File: src/rtl/edge_pkg.sv
// edge_pkg: shared state encoding and default sizing for the edge-domain blocks.
package edge_pkg;
    typedef enum logic {IDLE = 1'b0, MEASURE = 1'b1} state_t;
    localparam int DEF_CNT_W   = 16;
    localparam int DEF_TIMEOUT = 65535;
endpackage

File: src/rtl/edge_period_meter_if.sv
// edge_period_meter_if: valid/ready result channel carrying measured periods.
interface edge_period_meter_if import edge_pkg::*; #(parameter int CNT_W = DEF_CNT_W);
    logic [CNT_W-1:0] period_data;
    logic             period_valid;
    logic             period_ready;
    modport master(output period_data, output period_valid, input period_ready);
    modport slave(input period_data, input period_valid, output period_ready);
endinterface

File: src/rtl/period_out_reg.sv
// period_out_reg: one-entry valid/ready holding register; a load into a stalled
// entry is dropped and latches the sticky overrun flag.
module period_out_reg #(parameter int W = 16) (
    input  logic         clk,
    input  logic         rst_n,
    input  logic         clear,
    input  logic         load,
    input  logic [W-1:0] din,
    input  logic         ready,
    output logic [W-1:0] data,
    output logic         valid,
    output logic         overrun
);
    logic drop;
    assign drop = load && valid && !ready;
    always_ff @(posedge clk or negedge rst_n) begin
        if (!rst_n) begin
            data    <= '0;
            valid   <= 1'b0;
            overrun <= 1'b0;
        end else if (clear) begin
            valid   <= 1'b0;
            overrun <= 1'b0;
        end else begin
            if (load && !drop) data <= din;
            valid   <= load || (valid && !ready);
            overrun <= overrun || drop;
        end
    end
endmodule

File: src/rtl/edge_period_meter.sv
// edge_period_meter: counts clk cycles between edge_in pulses, with timeout and overrun.
// Define EDGE_PERIOD_MINMAX_EN to add running min_period/max_period outputs.
module edge_period_meter import edge_pkg::*; #(
    parameter int CNT_W   = DEF_CNT_W,
    parameter int TIMEOUT = DEF_TIMEOUT
) (
    input  logic             clk,
    input  logic             rst_n,
    input  logic             edge_in,
    input  logic             clear,
    edge_period_meter_if.master period,
    output logic             timeout,
`ifdef EDGE_PERIOD_MINMAX_EN
    output logic             overrun,
    output logic [CNT_W-1:0] min_period,
    output logic [CNT_W-1:0] max_period
`else
    output logic             overrun
`endif
);
    localparam logic [CNT_W-1:0] TMO = CNT_W'(TIMEOUT);
    state_t           state, state_d;
    logic [CNT_W-1:0] cnt, cnt_d;
    logic             tmo_hit, done;
    always_ff @(posedge clk or negedge rst_n) begin
        if (!rst_n) begin
            state   <= IDLE;
            cnt     <= '0;
            timeout <= 1'b0;
        end else begin
            state   <= state_d;
            cnt     <= cnt_d;
            timeout <= tmo_hit;
        end
    end
    // An edge coinciding with cnt==TIMEOUT completes the period instead of timing out.
    always_comb begin
        done    = !clear && state == MEASURE && edge_in;
        tmo_hit = !clear && state == MEASURE && !edge_in && cnt == TMO;
        state_d = (clear || tmo_hit) ? IDLE : edge_in ? MEASURE : state;
        cnt_d   = (clear || tmo_hit) ? '0 : edge_in ? CNT_W'(1) :
                  (state == MEASURE) ? cnt + 1'b1 : '0;
    end
    period_out_reg #(.W(CNT_W)) u_out (
        .clk     (clk),
        .rst_n   (rst_n),
        .clear   (clear),
        .load    (done),
        .din     (cnt),
        .ready   (period.period_ready),
        .data    (period.period_data),
        .valid   (period.period_valid),
        .overrun (overrun)
    );
`ifdef EDGE_PERIOD_MINMAX_EN
    // Tracks every completed period, including those dropped by overrun.
    always_ff @(posedge clk or negedge rst_n) begin
        if (!rst_n || clear) begin
            min_period <= '1;
            max_period <= '0;
        end else if (done) begin
            if (cnt < min_period) min_period <= cnt;
            if (cnt > max_period) max_period <= cnt;
        end
    end
`endif
endmodule

File: src/flat_wrapper.sv
// flat-port wrapper written by rule: the top's interface ports become plain ports
module edge_period_meter_flat import edge_pkg::*;
#(
    parameter int CNT_W   = DEF_CNT_W,
    parameter int TIMEOUT = DEF_TIMEOUT
)
  (clk, rst_n, edge_in, clear, timeout, overrun, period_period_data, period_period_valid, period_period_ready);
  edge_period_meter_if #(.CNT_W(CNT_W)) period_i ();
  input  logic clk;
  input  logic rst_n;
  input  logic edge_in;
  input  logic clear;
  output logic timeout;
  output logic overrun;
  output wire logic [$bits(period_i.period_data)-1:0] period_period_data;
  output wire logic [$bits(period_i.period_valid)-1:0] period_period_valid;
  input wire logic [$bits(period_i.period_ready)-1:0] period_period_ready;
  assign period_period_data = period_i.period_data;
  assign period_period_valid = period_i.period_valid;
  assign period_i.period_ready = period_period_ready;
  edge_period_meter #(.CNT_W(CNT_W), .TIMEOUT(TIMEOUT)) u_core (.clk(clk), .rst_n(rst_n), .edge_in(edge_in), .clear(clear), .period(period_i), .timeout(timeout), .overrun(overrun));
endmodule
File: config.mk
export PLATFORM = sky130hd
export DESIGN_NAME = edge_period_meter_flat
export DESIGN_NICKNAME = d
export VERILOG_FILES = /design/src/rtl/edge_pkg.sv /design/src/rtl/edge_period_meter_if.sv /design/src/rtl/period_out_reg.sv /design/src/rtl/edge_period_meter.sv /design/src/flat_wrapper.sv
export SDC_FILE = /design/constraint.sdc
export NUM_CORES = 1
export LEC_CHECK = 0
export BUFFER_PORTS_ARGS = -buffer_cell sky130_fd_sc_hd__buf_2
export CAP_MARGIN = 15
export CORE_MARGIN = 3
export CORE_UTILIZATION = 55
export DETAILED_ROUTE_END_ITERATION = 6
export HOLD_SLACK_MARGIN = 0.1
export PLACE_DENSITY = 0.77
export SLEW_MARGIN = 20
export SYNTH_ARGS = -nofsm -noshare
export SYNTH_HDL_FRONTEND = slang
export SYNTH_HIERARCHICAL = 1
export SYNTH_SLANG_ARGS = --single-unit
File: constraint.sdc
create_clock -name clk -period 2.22 [get_ports clk]
set_input_delay 0.111 -clock clk [delete_from_list [all_inputs] [get_ports clk]]
set_output_delay 0.111 -clock clk [all_outputs]
set_load 0.02 [all_outputs]
==> impl_metrics.yaml, run 1 <==
sta:
  worstMarginPinSlew_ps: 758
  fin_tns_setup_ps: 0
  rsz0062_at_grt: "no"
  slew_violations: 0
  finalSetupViolCount: 0
  holdWs_ps: 145
  finClkSkew_ps: 10.6
  fin_ws_ps: 351
  hold_viol: 0
  timing.slew.headroom_pct: 49.5
  fmax_mhz: 535
  fin_crit_sh_pct: 84.2
  fin_crit_ps: 1870
die:
  core_sq_um: 2610
  initial_core_util_pct: 60.9
  row_count: 18
  die_y_um: 59.8
  ios: 24
  die-area_sq_um: 3570
  die-width_um: 59.8
global_routing:
  grt_start_max_net_pins: 37
  grtUsageTotal_pct: 19.3
  grt_pass1_vias: 1079
  grt_overflow: 0
  antenna_found_initial: 0
  grt_pass1_wl_um: 4990
critical_path:
  arrival_ps: 2080
  worstPathRequired_ps: 2430
  startpoint_type: "register"
  cp_max_fo: 10
  crit_type: "register to register"
  end_kind: "register"
routing:
  first_pass_iters: 4
  final_antenna_net_count: 0
  routed_via_density: 5.71
  wl_per_cell_um: 14.9
  num_vias: 1091
  drc_errors: 0
  drt-initial-drc-count: 42
  drt-total-wl_um: 2850
yosys:
  synth_fp_nets: 134
  yosys_warnings: 6
  synth_top_cell_area_share_pct: 56.6
  synth-edff-count: 0
  ys_ff_latch: 36
  syn_area_per_cell_sq_um: 12.4
  netlist_top_cells_count: "dfrtp_1 (36), nor2_1 (18), mux2_2 (16), xnor2_1 (6), xor2_1 (6)"
  synthCells: 128
  synth-async-reset-ratio_pct: 100
  yosys.area.top_type: "dfrtp_1"
  seq_area_frac_synth_pct: 56.6
  synth.most_common_cell: "dfrtp_1"
  syn_area_sq_um: 1590
  synth_area_leaders: "dfrtp_1 (57%), mux2_2 (11%), nor2_1 (4.2%)"
  ys_types: 29
  synth-main-ff-cell: "dfrtp_1"
power_and_ir_drop:
  power_density_nw_per_um2: 582
  ir_worst_vdd_mv: 0.474
  leakagePower_nw: 0.903
  finalPower_w: 0.00105
clock_network:
  clk_pin_slew_ps: 90
  htree_levels: 2
  cts_root_buf: "clkbuf_4"
  cts_buffers: 5
  cts_buffer_depth: 2
  cts_tree: "built"
  cts_sinks: 36
  worstSkewPairLatency_ps: 340
hold_path:
  holdCritPathClass: "input port to register"
final_layout:
  drive_above_1_share_pct: 32.3
  final_area_sq_um: 1810
  fillers: 197
  n_antenna_cell: 0
  nets: 167
  area_delta_synth_final_pct: 13.8
flow_run:
  maxCapViolations: 0
run_status:
  status: "complete, no violations"
placement:
  detailed_place_hpwl_um: 1970
  io_buffers: 23
  place_area_sq_um: 1720
  finalWeightedCongestion: 0.847
  post-place-ws_ps: 383
## through the flow
step	instances	utilization, %
3_5_place_dp	180	66.0
5_1_grt	191	69.3
4_1_cts	191	69.3
6_report	191	69.3
2_1_floorplan	128	-
3_3_place_gp	180	66.0
## worst paths after layout
check,start,endpoint,slack [ps],depth (start not counted)
hold / removal,period_period_ready,u_core/u_out/overrun,150,4
setup reg to reg,u_core/cnt[0],u_core/cnt[1],350,5
setup / recovery,u_core/cnt[0],u_core/cnt[1],350,5
hold reg to reg,u_core/u_out/data[5],u_core/u_out/data[5],510,1
min in group asynchronous,rst_n,u_core/cnt[15],370,2
max in group asynchronous,rst_n,u_core/u_out/data[10],1370,2
## sequential cells by signal (all words and copies together) (netlist names)
name	cells
u_core/cnt	16
u_core/state	1
u_core/timeout	1
u_core/u_out/data	16
u_core/u_out/overrun	1
u_core/u_out/valid	1
## cell type report
| cell class | count | area [sq um] | share of cell area (%) |
|---|---|---|---|
| Clock buffer | 6 | 41.3 | 2.28 |
| Clock inverter | 1 | 5.00 | 0.276 |
| Inverter | 4 | 15.0 | 0.829 |
| Multi-Input combinational cell | 86 | 648 | 35.8 |
| Sequential cell | 36 | 901 | 49.8 |
| Tap cell | 30 | 37.5 | 2.07 |
| Timing Repair Buffer | 28 | 163 | 8.98 |
## cells by family after synthesis
kind of cell | Yosys count | synth area share, %
simple gates | 48 | 18.6
fa+ha+maj | 1 | 0.787
buf+inv | 6 | 2.60
flops | 36 | 56.6
compound gates | 9 | 3.46
mux | 16 | 11.3
xor+xnor | 12 | 6.61
## power by group
part	internal [W]	switching, W
Combinational	0.0000254	0.0000425
Sequential	0.000666	0.00000655
Clock	0.000116	0.000197
Total	0.000808	0.000246
## critical path, cell delays in order (launching register included)
cell     delay [ps]
dfrtp_1         410
ha_1            290
inv_1           130
nor4_4          410
a31o_1          420
nor2_1           90
## placed cells by master, fill, tap and decap left out, types with 2 or more instances in the layout
cell type       n
inv_1           4
nand3_1         4
xor2_1          6
nor2_1         18
a21oi_1         3
nand4_1         5
nand2b_1        3
nand4_2         2
and3_1          2
mux2_2         16
xnor2_1         6
dfrtp_1        36
buf_2          23
o21ai_0         3
nor3_1          2
and4_1          2
clkbuf_4        5
nand2_1         3
dlygate4sd3_1   4
## what timing repair did
item,CTS,global route
setup endpoints to repair,0,0
endpoints found under the hold margin,40,0
buffers inserted,0,0
resized for setup,0,0
hold buffers,4,0
## metal layers
| metal | up-vias | global-route usage, % | part of all wire (%) |
|---|---|---|---|
| li1 | 519 | - | - |
| met1 | 530 | 24.1 | 45 |
| met2 | 35 | 29.2 | 47 |
| met3 | 7 | 5.18 | 6.6 |
| met4 | 0 | 13.0 | 2.4 |
| met5 | - | 0 | 0 |
(Power assumes the default switching activity.)
==> inputs of run 2 (changes only) <==
CORE_UTILIZATION = 50   (was 55)
PLACE_DENSITY = 0.74   (was 0.77)
clock period = 1.52 ns   (was 2.22 ns; I/O delays follow)
==> run 2 against run 1 <==
Routed wire length is 16% higher. Setup slack worse by 330 ps. Sequential power rose by 46%. Die area increased by 9.0%. Clock power grew 84%. Utilization rose by 2.3 points. Final area increased by 15%. Fmax rose by 25%. Critical path depth fell by 1. Clock skew about the same. Global-route usage decreased by 0.50 points. Via count increased by 12%.
==> impl_metrics.yaml, run 2 (synthesis results as in run 1) <==
final_layout:
  final_area_sq_um: 2080
  layout_commonest_cell: "dfrtp_1"
  area_delta_synth_final_pct: 30.5
  n_antenna_cell: 0
  nets: 191
  drive_above_1_share_pct: 45.7
  stdcell_count: 228
  top_regs: "u_core/cnt x16, u_core/u_out/data x16"
  final_cell_mix: "dfrtp_1 (33), buf_2 (23), buf_4 (23)"
power_and_ir_drop:
  leakagePower_nw: 1.05
  ir_worst_vdd_mv: 0.672
  power_density_nw_per_um2: 812
global_routing:
  grt_pass1_wl_um: 5750
  grtUsageTotal_pct: 18.8
  grt_overflow: 0
  grt_pass1_vias: 1266
  grt_use_met2_pct: 30.5
  grt_start_max_net_pins: 21
  top_usage_layer: "met2"
  antenna_found_initial: 0
  grt_use_met3_pct: 4.86
  grt_use_met1_pct: 22.9
die:
  core_sq_um: 2900
  die-width_um: 62.4
  ios: 24
  row_count: 19
  initial_core_util_pct: 54.8
  die_y_um: 62.4
  die-area_sq_um: 3890
critical_path:
  rr_worst_depth: 4
  regToRegEndpoint: "u_core/cnt[15]"
  r2r_setup_slack_ps: 30
  worstPathRequired_ps: 1790
  crit_type: "register to register"
  end_kind: "register"
  slowest_delay_ps: 470
  r2r_start: "u_core/cnt[9]"
  cp_cell_sequence: "and4_1 -> nand4_1 -> or4_1 -> a21oi_1"
  setup.worst_path.start: "u_core/cnt[9]"
  endpoint: "u_core/cnt[15]"
  arrival_ps: 1760
  slowest_stage: "dfrtp_1"
  cp_max_fo: 4
  startpoint_type: "register"
sta:
  rsz0062_at_grt: "yes"
  slew_violations: 0
  fin_crit_ps: 1490
  hold_viol: 0
  fin_ws_ps: 26.0
  finalSetupViolCount: 0
  worstMarginPinSlew_ps: 412
  fin_crit_sh_pct: 98.3
  fin_tns_setup_ps: 0
  fmax_mhz: 669
  finClkSkew_ps: 11.0
  timing.slew.headroom_pct: 72.6
routing:
  drt-total-wl_um: 3310
  final_antenna_net_count: 0
  routed_via_density: 5.37
  first_pass_iters: 5
  wl_per_cell_um: 14.5
  num_vias: 1225
  drc_errors: 0
  drt-initial-drc-count: 63
clock_network:
  cts_tree: "built"
  cts_buffer_depth: 2
  cts_root_buf: "clkbuf_4"
  clk_pin_slew_ps: 110
  cts_buffers: 5
  htree_levels: 2
  cts_sinks: 36
  worstSkewPairLatency_ps: 340
hold_path:
  holdCritPathClass: "input port to register"
  worstHoldStart: "period_period_ready"
  hold_depth: 4
placement:
  post-place-ws_ps: -24.8
  finalWeightedCongestion: 0.806
  place_area_sq_um: 1900
  io_buffers: 23
  detailed_place_hpwl_um: 2290
  placedCellCount: 210
run_status:
  status: "complete, no violations"
flow_run:
  maxCapViolations: 0
## run 2: cell types whose count changed in the layout (fill, tap and decap cells not counted), moves of 2 or more
cell	delta
buf_12	+2
dfrtp_1	-3
dfrtp_2	+3
clkbuf_8	+2
buf_4	+22
## run 2: routing by layer
metal  routed length [um]  up-vias  share of wire, %
met3                  197       11               6.0
met5                    0        -                 0
met1                 1420      599                43
met4                   73        0               2.2
li1                     -      566                 -
met2                 1610       49                49
## run 2: what timing repair did
action	CTS	global route
endpoints found under the hold margin	40	0
hold buffers	4	0
pin swaps	0	2
endpoints found under the setup margin	10	31
buffers inserted	0	6
resized for setup	1	8
cloned	0	0
## run 2: critical path, delay by kind of cell (launching register included)
family / cells / cell delay [ps]
AND/OR/NAND/NOR: 3 / 790
AO/OA/AOI/OAI: 1 / 170
flip-flops: 1 / 470
## run 2: final cells by class
| type | instances | area, sq um |
|---|---|---|
| Multi-Input combinational cell | 86 | 667 |
| Inverter | 4 | 15.0 |
| Clock buffer | 8 | 68.8 |
| Fill cell | 223 | 825 |
| Timing Repair Buffer | 52 | 368 |
| Tap cell | 42 | 52.6 |
| Sequential cell | 36 | 905 |
## run 2: worst min-delay path by stage
stage / end / slack, ps
finish: u_core/u_out/overrun / 120
global route: u_core/u_out/overrun / 120
CTS: u_core/u_out/overrun / 110
detailed placement: u_core/u_out/data[6] / 30
global placement: u_core/u_out/data[6] / 20
floorplan: u_core/cnt[0] / -220
## run 2: report_power, final
group	leakage (nW)	switching [W]	total, W	internal (W)
clock	0.0386	0.000304	0.000577	0.000272
sequential	0.493	0.00000788	0.000980	0.000972
combinational	0.514	0.0000706	0.000128	0.0000570
total	1.05	0.000383	0.00168	0.00130
## run 2: per-stage QoR
stage	utilization [%]	hold slack [ps]	power, W
global route	71.6	124	0.00176
global placement	65.5	19.2	0.00111
CTS	69.3	115	0.00169
finish	71.6	115	0.00168
detailed placement	65.5	33.4	0.00111
floorplan	-	-220	0.00105
==> inputs of run 3 (changes only) <==
CELL_PAD_IN_SITES_DETAIL_PLACEMENT = 1   (was not set)
CELL_PAD_IN_SITES_GLOBAL_PLACEMENT = 2   (was not set)
CORE_UTILIZATION = 33   (was 50)
PLACE_DENSITY = 0.79   (was 0.74)
==> run 3 against run 2 <==
Fmax increased by 4.0%. Global-route usage decreased by 4.2 points. Flip-flop and latch count unchanged. Via count fell by 5.8%. Sequential power is essentially flat. Final area shrank 2.0%. Critical path depth is the same. Critical endpoint is now u_core/u_out/data[4]. Largest power group unchanged.
==> impl_metrics.yaml, run 3 (synthesis results as in run 1) <==
routing:
  num_vias: 1154
  wl_per_cell_um: 15.5
  drt-total-wl_um: 3570
  drc_errors: 0
  routed_via_density: 5.00
  first_pass_iters: 4
  final_antenna_net_count: 0
  drt-initial-drc-count: 59
die:
  core_sq_um: 4500
  die_y_um: 75.4
  ios: 24
  initial_core_util_pct: 35.3
  die-width_um: 75.4
  die-area_sq_um: 5690
  row_count: 24
critical_path:
  cp_cell_sequence: "nor2b_4 -> nor3b_4 -> buf_12 -> mux2_2"
  slowest_delay_ps: 400
  startpoint_type: "register"
  arrival_ps: 1600
  slowest_stage: "dfrtp_2"
  cp_max_fo: 16
  worstPathRequired_ps: 1680
  crit_type: "register to register"
  end_kind: "register"
sta:
  fin_ws_ps: 84.1
  rsz0062_at_grt: "yes"
  timing.slew.headroom_pct: 55.9
  finalSetupViolCount: 0
  slew_violations: 0
  worstMarginPinSlew_ps: 661
  hold_viol: 0
  fin_crit_ps: 1440
  finClkSkew_ps: 8.26
  fmax_mhz: 696
  fin_tns_setup_ps: 0
  fin_crit_sh_pct: 94.5
final_layout:
  seqCellArea_sq_um: 903
  final_area_sq_um: 2030
  multiInputGateArea_sq_um: 667
  top_regs: "u_core/cnt x16, u_core/u_out/data x16"
  layout_commonest_cell: "dfrtp_1"
  nets: 184
  fillers: 507
  final_util_pct: 45.2
  area_delta_synth_final_pct: 27.9
  drive_above_1_share_pct: 41.3
  n_antenna_cell: 0
  final_cell_mix: "dfrtp_1 (34), buf_2 (23), nor2_1 (17), buf_4 (17), mux2_2 (16)"
global_routing:
  grt_overflow: 0
  grt_pass1_vias: 1249
  grt_pass1_wl_um: 6040
  grtUsageTotal_pct: 14.6
  antenna_found_initial: 0
  grt_start_max_net_pins: 30
clock_network:
  cts_sinks: 36
  cts_buffer_depth: 2
  clk_pin_slew_ps: 70
  htree_levels: 2
  cts_root_buf: "clkbuf_8"
  cts_setup_buffers: 0
  cts_buffers: 5
  worstSkewPairLatency_ps: 280
  cts_tree: "built"
placement:
  detailed_place_hpwl_um: 2580
  finalWeightedCongestion: 0.727
  place_area_sq_um: 1890
  io_buffers: 23
  post-place-ws_ps: 12.1
power_and_ir_drop:
  ir_worst_vdd_mv: 0.390
  leakagePower_nw: 1.01
  power_density_nw_per_um2: 860
flow_run:
  maxCapViolations: 0
hold_path:
  holdCritPathClass: "input port to register"
run_status:
  status: "complete, no violations"
## run 3: final cells by class
cell class / instances / share of cell area [%]
Clock inverter: 1 / 0.246
Inverter: 4 / 0.738
Multi-Input combinational cell: 86 / 32.8
Timing Repair Buffer: 45 / 14.9
Clock buffer: 7 / 3.75
Sequential cell: 36 / 44.4
Tap cell: 52 / 3.20
## run 3: per-stage QoR
step	std cells	hold WS [ps]	total power [W]
finish	231	169	0.00175
global placement	219	135	0.00111
floorplan	128	-220	0.00105
global route	231	179	0.00184
detailed placement	219	149	0.00111
CTS	231	159	0.00177
## run 3: layer usage
metal	track usage [%]	vias up	part of all wire, %
met5	0	-	0
met2	23.0	23	48
met3	4.75	2	3.7
met1	18.3	587	47
met4	6.41	0	1.0
li1	-	542	-
## run 3: final timing paths
path | from | end | slack (ps) | cells after the start
min in group asynchronous | rst_n | u_core/u_out/data[5] | 360 | 2
worst max register to register | u_core/u_out/valid | u_core/u_out/data[4] | 80 | 4
max in group asynchronous | rst_n | u_core/u_out/data[11] | 580 | 3
worst min register to register | u_core/u_out/data[12] | u_core/u_out/data[12] | 500 | 1
worst max-delay path | u_core/u_out/valid | u_core/u_out/data[4] | 80 | 4
worst min-delay path | period_period_ready | u_core/u_out/overrun | 170 | 4
## run 3: worst max-delay path: cells and delay by family, from the launching register on
family        cells  cell delay [ps]
mux               1              350
buf+inv           1              190
flops             1              400
simple gates      2              370
## run 3: timing repair
item,CTS,global route
resized for setup,0,5
hold buffers,4,0
setup endpoints to repair,0,25
endpoints found under the hold margin,32,0
## run 3: report_power, final
part / leakage [nW] / internal, W / switching (W)
clock: 0.0422 / 0.000322 / 0.000328
sequential: 0.495 / 0.000973 / 0.00000952
combinational: 0.469 / 0.0000500 / 0.0000679
